<file path="src/rtl/iecdrv_pkg.sv">
// Shared types and helpers for the drive-to-host SD arbiter.
// Imported by the picker and the arbiter top.
package iecdrv_pkg;

  localparam int MAXDRV = 4;

  typedef enum logic [1:0] {
    IDLE,
    REQ,
    XFER
  } state_e;

  typedef enum logic {
    READ,
    WRITE
  } op_e;

  function automatic int clamp_ndr(input int d);
    if (d < 1) return 1;
    else if (d > MAXDRV) return MAXDRV;
    else return d;
  endfunction

endpackage

</file>
<file path="src/rtl/iecdrv_rr_pick.sv">
// Round-robin picker: first set request scanning from ptr, wrapping at ndr.
// Purely combinational.
module iecdrv_rr_pick
  import iecdrv_pkg::*;
(
  input  logic [MAXDRV-1:0] req_i,
  input  logic [1:0]        ptr_i,
  input  logic [2:0]        ndr_i,
  output logic              valid_o,
  output logic [1:0]        idx_o
);

  logic [2:0] sum;

  // Scan from the far end so the closest candidate is written last.
  always_comb begin
    valid_o = 1'b0;
    idx_o   = '0;
    sum     = '0;
    for (int k = MAXDRV - 1; k >= 0; k--) begin
      sum = {1'b0, ptr_i} + 3'(k);
      if (sum >= ndr_i) sum = sum - ndr_i;
      if ((3'(k) < ndr_i) && req_i[sum[1:0]]) begin
        valid_o = 1'b1;
        idx_o   = sum[1:0];
      end
    end
  end

endmodule

</file>
<file path="src/rtl/iecdrv_sd_arb.sv">
// Multiplexes up to four drive SD sector requests onto one host SD port,
// with round-robin fairness, ack timeout and per-drive reset withdrawal.
module iecdrv_sd_arb
  import iecdrv_pkg::*;
#(
  parameter int          DRIVES      = 2,
  parameter logic [23:0] TIMEOUT_CYC = 24'd16000000
) (
  input  logic                                 clk_sys,
  input  logic                                 reset_n,
  input  logic [clamp_ndr(DRIVES)-1:0]         drv_reset,
  input  logic [clamp_ndr(DRIVES)-1:0][31:0]   drv_lba,
  input  logic [clamp_ndr(DRIVES)-1:0][5:0]    drv_blk_cnt,
  input  logic [clamp_ndr(DRIVES)-1:0]         drv_rd,
  input  logic [clamp_ndr(DRIVES)-1:0]         drv_wr,
  input  logic [clamp_ndr(DRIVES)-1:0][7:0]    drv_buff_din,
  output logic [clamp_ndr(DRIVES)-1:0]         drv_ack,
  output logic [clamp_ndr(DRIVES)-1:0]         drv_err,
  output logic [31:0]                          sd_lba,
  output logic [5:0]                           sd_blk_cnt,
  output logic                                 sd_rd,
  output logic                                 sd_wr,
  input  logic                                 sd_ack,
  output logic [7:0]                           sd_buff_din,
  output logic                                 busy,
  output logic [1:0]                           grant
);

  localparam int         NDR  = clamp_ndr(DRIVES);
  localparam logic [2:0] NDR3 = 3'(NDR);

  state_e          state_q, state_d;
  op_e             op_q, op_d;
  logic [1:0]      rr_q, rr_d;
  logic [1:0]      grant_q, grant_d;
  logic            stb_q, stb_d;
  logic [23:0]     cnt_q, cnt_d;
  logic [31:0]     lba_q, lba_d;
  logic [5:0]      blk_q, blk_d;
  logic [NDR-1:0]  err_q, err_d;

  logic [MAXDRV-1:0]       req_w, rd_w;
  logic [MAXDRV-1:0][31:0] lba_w;
  logic [MAXDRV-1:0][5:0]  blk_w;
  logic [MAXDRV-1:0][7:0]  din_w;
  logic                    pick_vld;
  logic [1:0]              pick_idx;
  logic [1:0]              nxt_w;
  logic                    tmo_hit;

  // Pad the per-drive vectors to MAXDRV so 2-bit indices are always legal.
  always_comb begin
    req_w = '0;
    rd_w  = '0;
    lba_w = '0;
    blk_w = '0;
    din_w = '0;
    for (int i = 0; i < NDR; i++) begin
      req_w[i] = (drv_rd[i] | drv_wr[i]) & ~drv_reset[i];
      rd_w[i]  = drv_rd[i];
      lba_w[i] = drv_lba[i];
      blk_w[i] = drv_blk_cnt[i];
      din_w[i] = drv_buff_din[i];
    end
  end

  iecdrv_rr_pick u_pick (
    .req_i   (req_w),
    .ptr_i   (rr_q),
    .ndr_i   (NDR3),
    .valid_o (pick_vld),
    .idx_o   (pick_idx)
  );

  assign nxt_w = (({1'b0, grant_q} + 3'd1) >= NDR3) ? 2'd0
               : grant_q + 2'd1;

  assign tmo_hit = (TIMEOUT_CYC != 24'd0)
                && (cnt_q == TIMEOUT_CYC - 24'd1);

  always_comb begin
    state_d = state_q;
    op_d    = op_q;
    rr_d    = rr_q;
    grant_d = grant_q;
    stb_d   = stb_q;
    cnt_d   = cnt_q;
    lba_d   = lba_q;
    blk_d   = blk_q;
    err_d   = '0;
    unique case (state_q)
      IDLE: begin
        if (pick_vld) begin
          grant_d = pick_idx;
          lba_d   = lba_w[pick_idx];
          blk_d   = blk_w[pick_idx];
          op_d    = rd_w[pick_idx] ? READ : WRITE;
          stb_d   = 1'b1;
          cnt_d   = '0;
          state_d = REQ;
        end
      end
      REQ: begin
        if (sd_ack) begin
          stb_d   = 1'b0;
          state_d = XFER;
        end else if (!req_w[grant_q]) begin
          stb_d   = 1'b0;
          state_d = IDLE;
        end else if (tmo_hit) begin
          stb_d   = 1'b0;
          rr_d    = nxt_w;
          state_d = IDLE;
          for (int i = 0; i < NDR; i++) begin
            if (grant_q == 2'(i)) err_d[i] = 1'b1;
          end
        end else begin
          cnt_d = cnt_q + 24'd1;
        end
      end
      XFER: begin
        if (!sd_ack) begin
          rr_d    = nxt_w;
          state_d = IDLE;
        end
      end
      default: state_d = IDLE;
    endcase
  end

  always_ff @(posedge clk_sys) begin
    if (!reset_n) begin
      state_q <= IDLE;
      op_q    <= READ;
      rr_q    <= '0;
      grant_q <= '0;
      stb_q   <= 1'b0;
      cnt_q   <= '0;
      lba_q   <= '0;
      blk_q   <= '0;
      err_q   <= '0;
    end else begin
      state_q <= state_d;
      op_q    <= op_d;
      rr_q    <= rr_d;
      grant_q <= grant_d;
      stb_q   <= stb_d;
      cnt_q   <= cnt_d;
      lba_q   <= lba_d;
      blk_q   <= blk_d;
      err_q   <= err_d;
    end
  end

  assign busy        = (state_q != IDLE);
  assign grant       = grant_q;
  assign sd_rd       = stb_q & (op_q == READ);
  assign sd_wr       = stb_q & (op_q == WRITE);
  assign sd_lba      = lba_q;
  assign sd_blk_cnt  = blk_q;
  assign drv_err     = err_q;
  assign sd_buff_din = busy ? din_w[grant_q] : 8'hFF;

  always_comb begin
    drv_ack = '0;
    for (int i = 0; i < NDR; i++) begin
      drv_ack[i] = sd_ack & busy & (grant_q == 2'(i)) & ~drv_reset[i];
    end
  end

endmodule

</file>
<file path="config.mk">
export PLATFORM = sky130hd
export DESIGN_NAME = iecdrv_sd_arb
export DESIGN_NICKNAME = d
export VERILOG_FILES = /design/src/rtl/iecdrv_pkg.sv /design/src/rtl/iecdrv_rr_pick.sv /design/src/rtl/iecdrv_sd_arb.sv
export SDC_FILE = /design/constraint.sdc
export NUM_CORES = 1
export LEC_CHECK = 0
export BUFFER_PORTS_ARGS = -buffer_cell sky130_fd_sc_hd__buf_2
export CORE_MARGIN = 4
export CORE_UTILIZATION = 49
export DETAILED_ROUTE_END_ITERATION = 10
export PLACE_DENSITY = 0.9
export SYNTH_ARGS = -nofsm -noshare
export SYNTH_HDL_FRONTEND = slang
export SYNTH_SLANG_ARGS = --single-unit
</file>
<file path="constraint.sdc">
create_clock -name clk_sys -period 4.2 [get_ports clk_sys]
set_clock_uncertainty 0.05 [all_clocks]
set_input_delay 0.21 -clock clk_sys [delete_from_list [all_inputs] [get_ports clk_sys]]
set_output_delay 0.21 -clock clk_sys [all_outputs]
set_load 0.01 [all_outputs]
</file>
### Word level (Yosys, flattened, before mapping)

Index checks and enable logic that the tools add are counted.

* input bits: 101
* flip-flop bits (word level): 72
* output and inout port bits: 55
* logic and storage cells: 108

* order comparisons: 7
* mux-type cells: 46
* equal/unequal tests: 11
* reductions and logical operators: 11
* bitwise logic cells: 18
* add/sub/neg operators: 6

Operators by type and width (count)
* $mux 24: 4
* $bmux 32 s2: 1
* $pmux 24 s2: 1
* $mux 32: 1
* $mux 2: 14
* $add 24x1->24 const B: 1
* $eq 24x24->1 const B: 1
* $bmux 8 s2: 1
* $mux 8: 2
* $mux 1: 13
* $bmux 6 s2: 1
* $lt 2x3->1 const B: 4
* $ne 2x2->1 const B: 6
* $reduce_and 5->1: 2
* $and 1x1->1: 9
* $bmux 1 s2: 4
* $not 1->1: 7
* $add 2x1->3 const B: 2
* $ge 3x2->1 const B: 2
* $mux 6: 1
* $pmux 2 s3: 1
* $reduce_and 3->1: 2
* $reduce_bool 2->1: 3
* $reduce_or 5->1: 1
* 11 further kinds: 15

### Logic depth before layout (Yosys ltp)

* depth after elaboration: 10
* mapped depth: 8
* depth with buffers taken out: 6

### Cells and area by module

A second synthesis with hierarchy kept.

* cells, all modules: 590
* area, all modules: 4778.3 um^2

Modules (own cells, without submodules)
* iecdrv_sd_arb: seq. area each 1441.4 um^2, area each 3898.7 um^2, cells each 464, instances 1
* iecdrv_rr_pick: seq. area each 0.0 um^2, area each 879.6 um^2, cells each 126, instances 1

### Least setup slack after synthesis

No wires, ideal clock.

* path kind: reg-to-reg
* start point: register grant_q[0], in the netlist grant[0]
* end point: register cnt_q[23]
* stages on the path, launching flop included: 8
* required time: 4080 ps
* slack: 2192 ps
* buffers on the path: 2
* clock period less this slack: 2008 ps
* arrival: 1888 ps
* setup time: 70 ps
* path through: dfxtp_1 buf_6 nor3_1 a22oi_1 a22o_4 buf_6 or4_1 a21oi_1

* word-level cells in the longest chain between the ends: 4

RTL lines
* start, declared: RTL line iecdrv_sd_arb.sv:35 `logic [1:0] grant_q, grant_d;`
* start signal, assigned: RTL line iecdrv_sd_arb.sv:146 `grant_q <= grant_d;`
* $bmux 1 s2: RTL line iecdrv_sd_arb.sv:107 `end else if (!req_w[grant_q]) begin`
* $mux 1 (implied by the code): RTL line iecdrv_sd_arb.sv:107
* $ne 2x2->1 (no source line)
* $reduce_and 5->1 (no source line)
* end signal, assigned: RTL line iecdrv_sd_arb.sv:148 `cnt_q <= cnt_d;`
* end, declared: RTL line iecdrv_sd_arb.sv:37 `logic [23:0] cnt_q, cnt_d;`

No other way between the ends. The select of a mux whose other input is x is not followed.
A chain may end at the register's enable or synchronous reset.

### Final worst setup path

* start point: register state_q[1]
* end point: register lba_q[30], in the netlist sd_lba[30]

* word-level cells in the longest chain between the ends: 2

RTL lines
* start, declared: RTL line iecdrv_sd_arb.sv:32 `state_e state_q, state_d;`
* start signal, assigned: RTL line iecdrv_sd_arb.sv:143 `state_q <= state_d;`
* $logic_not 2->1: RTL line iecdrv_sd_arb.sv:91 `unique case (state_q)`
* $reduce_and 2->1 (no source line)
* end signal, assigned: RTL line iecdrv_sd_arb.sv:149 `lba_q <= lba_d;`
* end, declared: RTL line iecdrv_sd_arb.sv:38 `logic [31:0] lba_q, lba_d;`

No other way between the ends.

==> results.json <==
{
  "status": "finished, final reports clean",
  "ys_warn_count": 0,
  "vias": 3909,
  "final_cells": 665,
  "gr-usage-all-layers": 0.230,
  "slew_viol_final": 0,
  "wl_um": 10800,
  "slew-limit-headroom": 0.206,
  "clk_pin_slew_ns": 0.08,
  "tightest_slew_ns": 1.18,
  "area_growth_pct": 27.1,
  "final_cell_mix": "buf_2, dfxtp_1, mux2i_1",
  "die_area_mm2": 0.00909,
  "n_antenna_cell": 0,
  "crit_fanout": 50,
  "core_mm2": 0.00733,
  "rows": 31,
  "netlist_area_mm2": 0.00374,
  "dieHeight_um": 95.3,
  "fill_cells": 594,
  "multi_input_area_mm2": 0.00213,
  "drcViolationCount": 0,
  "holdCritPathClass": "input port to flip-flop",
  "setup_viol": 0,
  "cts_resized": 0,
  "finalSetupTns_ns": 0,
  "ys_ff_latch": 72,
  "timing.final.crit_share": 0.629,
  "avgSynthCellArea_um2": 8.85,
  "leakage_nw": 2.10,
  "ys.flop_type": "dfxtp_1",
  "hold_viol_final": 0,
  "cts_max_level": 3,
  "rsz0062_at_grt": "no",
  "cts_sinks": 72,
  "first_pass_iters": 5,
  "synth.distinct_cells": 46,
  "grt_pass1_wl_um": 16700,
  "crit_type": "flip-flop to flip-flop",
  "crit_arrival_ns": 2.82,
  "start_util": 0.510,
  "vdd_ir_drop_max_v": 0.000224,
  "drive_gt1_frac": 0.323,
  "viasPerCell": 5.88,
  "cap_violations": 0,
  "synth_edf_count": 0,
  "drt_iter0_markers": 407,
  "grt_max_degree": 51,
  "setup_ws_ns": 1.56,
  "max_freq_ghz": 0.378,
  "portBuffers": 155,
  "fin_total_pwr_mw": 1.74,
  "worstReg2RegStart": "state_q[1]",
  "dp_cells": 649,
  "cp-startpoint": "state_q[1]",
  "synthCells": 422,
  "async_reset_ff_frac": 0,
  "critical_path_required_ns": 4.37,
  "layout.nets": 666,
  "ys_seq_area_frac": 0.386,
  "finalCriticalPeriod_ns": 2.64,
  "tritoncts": "built",
  "hp-start": "sd_ack",
  "crit_path_start_kind": "flip-flop",
  "grt-ovfl-total": 0,
  "area.sequential_mm2": 0.00144,
  "post_cts.repair.setup_buffers": 0,
  "synth_nets": 527,
  "grt_pass1_vias": 3603,
  "cts_hold_buffers": 0,
  "hold_slack_ns": 0.0901,
  "ioPinCount": 156,
  "pre_cts_slack_ns": 1.58,
  "wire_per_inst_um": 16.3,
  "grt_antenna_before_repair": 0,
  "dp_hpwl_um": 8140,
  "cp-end-kind": "flip-flop",
  "numCtsBuffers": 9,
  "ant_nets": 0,
  "gp_congestion": 1.00,
  "die_w_um": 95.3,
  "p_per_area_mw_per_mm2": 367,
  "cts.path.max_buffers": 2,
  "clock_latency_ns": 0.34,
  "root_buffer": "clkbuf_8",
  "final_common_cell": "buf_2"
}
## metal layers
layer,global-route usage,vias up,part of all wire
met1,0.282,1815,0.39
met4,0.0974,0,0.025
met3,0.0458,31,0.080
met2,0.393,188,0.50
li1,-,1875,-
met5,0,-,0
## critical path, cell delays in order (launching register included)
cell and delay [ns]:
dfxtp_1 0.37, inv_1 0.20, nand2_1 0.32, nor2_4 0.90
buf_4 0.40, nor2_1 0.07, a211oi_1 0.21
## synth_stat cells (4+ instances only)
library cell / instances / area, um2
clkbuf_1: 17 / 63.8
buf_1: 6 / 22.5
nor2_1: 42 / 158
mux2i_1: 51 / 510
nand3_1: 10 / 50.1
nand2_1: 28 / 105
and3_1: 6 / 37.5
ha_1: 4 / 50.1
dfxtp_1: 72 / 1440
or3_1: 6 / 37.5
o21ai_0: 11 / 55.1
buf_6: 5 / 56.3
o21ai_1: 7 / 35.0
and2_1: 6 / 37.5
nand4_1: 10 / 62.6
or4_1: 16 / 120
nor3_1: 4 / 20.0
a21oi_1: 24 / 120
o31ai_1: 13 / 97.6
inv_1: 5 / 18.8
a211oi_1: 39 / 293
## through the flow
stage,cell area (um2),utilization
final,4750,0.648
after floorplan,3740,-
after CTS,4750,0.648
after global routing,4750,0.648
after global placement,4530,0.618
after detailed placement,4530,0.618
## final cells by class
cell class,instances,area share
inverter,6,0.00474
clock buffer,10,0.0269
tap,99,0.0261
timing repair buffer,159,0.170
multi-input combinational,313,0.449
sequential,72,0.304
clock inverter,6,0.0198
## cell families (layout without fill, tap and decap cells)
logic type | count (synthesis) | count (layout) | synth area share
buffers and inverters | 37 | 181 | 0.0482
AOI/OAI and AO/OA | 109 | 109 | 0.199
and+or+nand+nor | 149 | 149 | 0.217
DFF | 72 | 72 | 0.386
adders and majority gates | 4 | 4 | 0.0134
muxes | 51 | 51 | 0.137
## power by group
| part | switching, mW | internal, mW |
|---|---|---|
| clock network | 0.259 | 0.337 |
| logic | 0.222 | 0.155 |
| registers | 0.0327 | 0.736 |
## flip-flops by register name, indices dropped and copies added (netlist names)
register and flops:
grant 2, sd_lba 32, stb_q 1, rr_q 2
drv_err 2, op_q 1, sd_blk_cnt 6, cnt_q 24
state_q 2
## final timing paths
kind                      to  slack (ns)  cells after the start
setup / recovery  sd_lba[30]        1.56                      6
hold reg to reg        stb_q        0.43                      2
hold / removal    state_q[1]        0.09                      3
setup reg to reg  sd_lba[30]        1.56                      6
No activity file was read; power rests on OpenSTA's default activity.
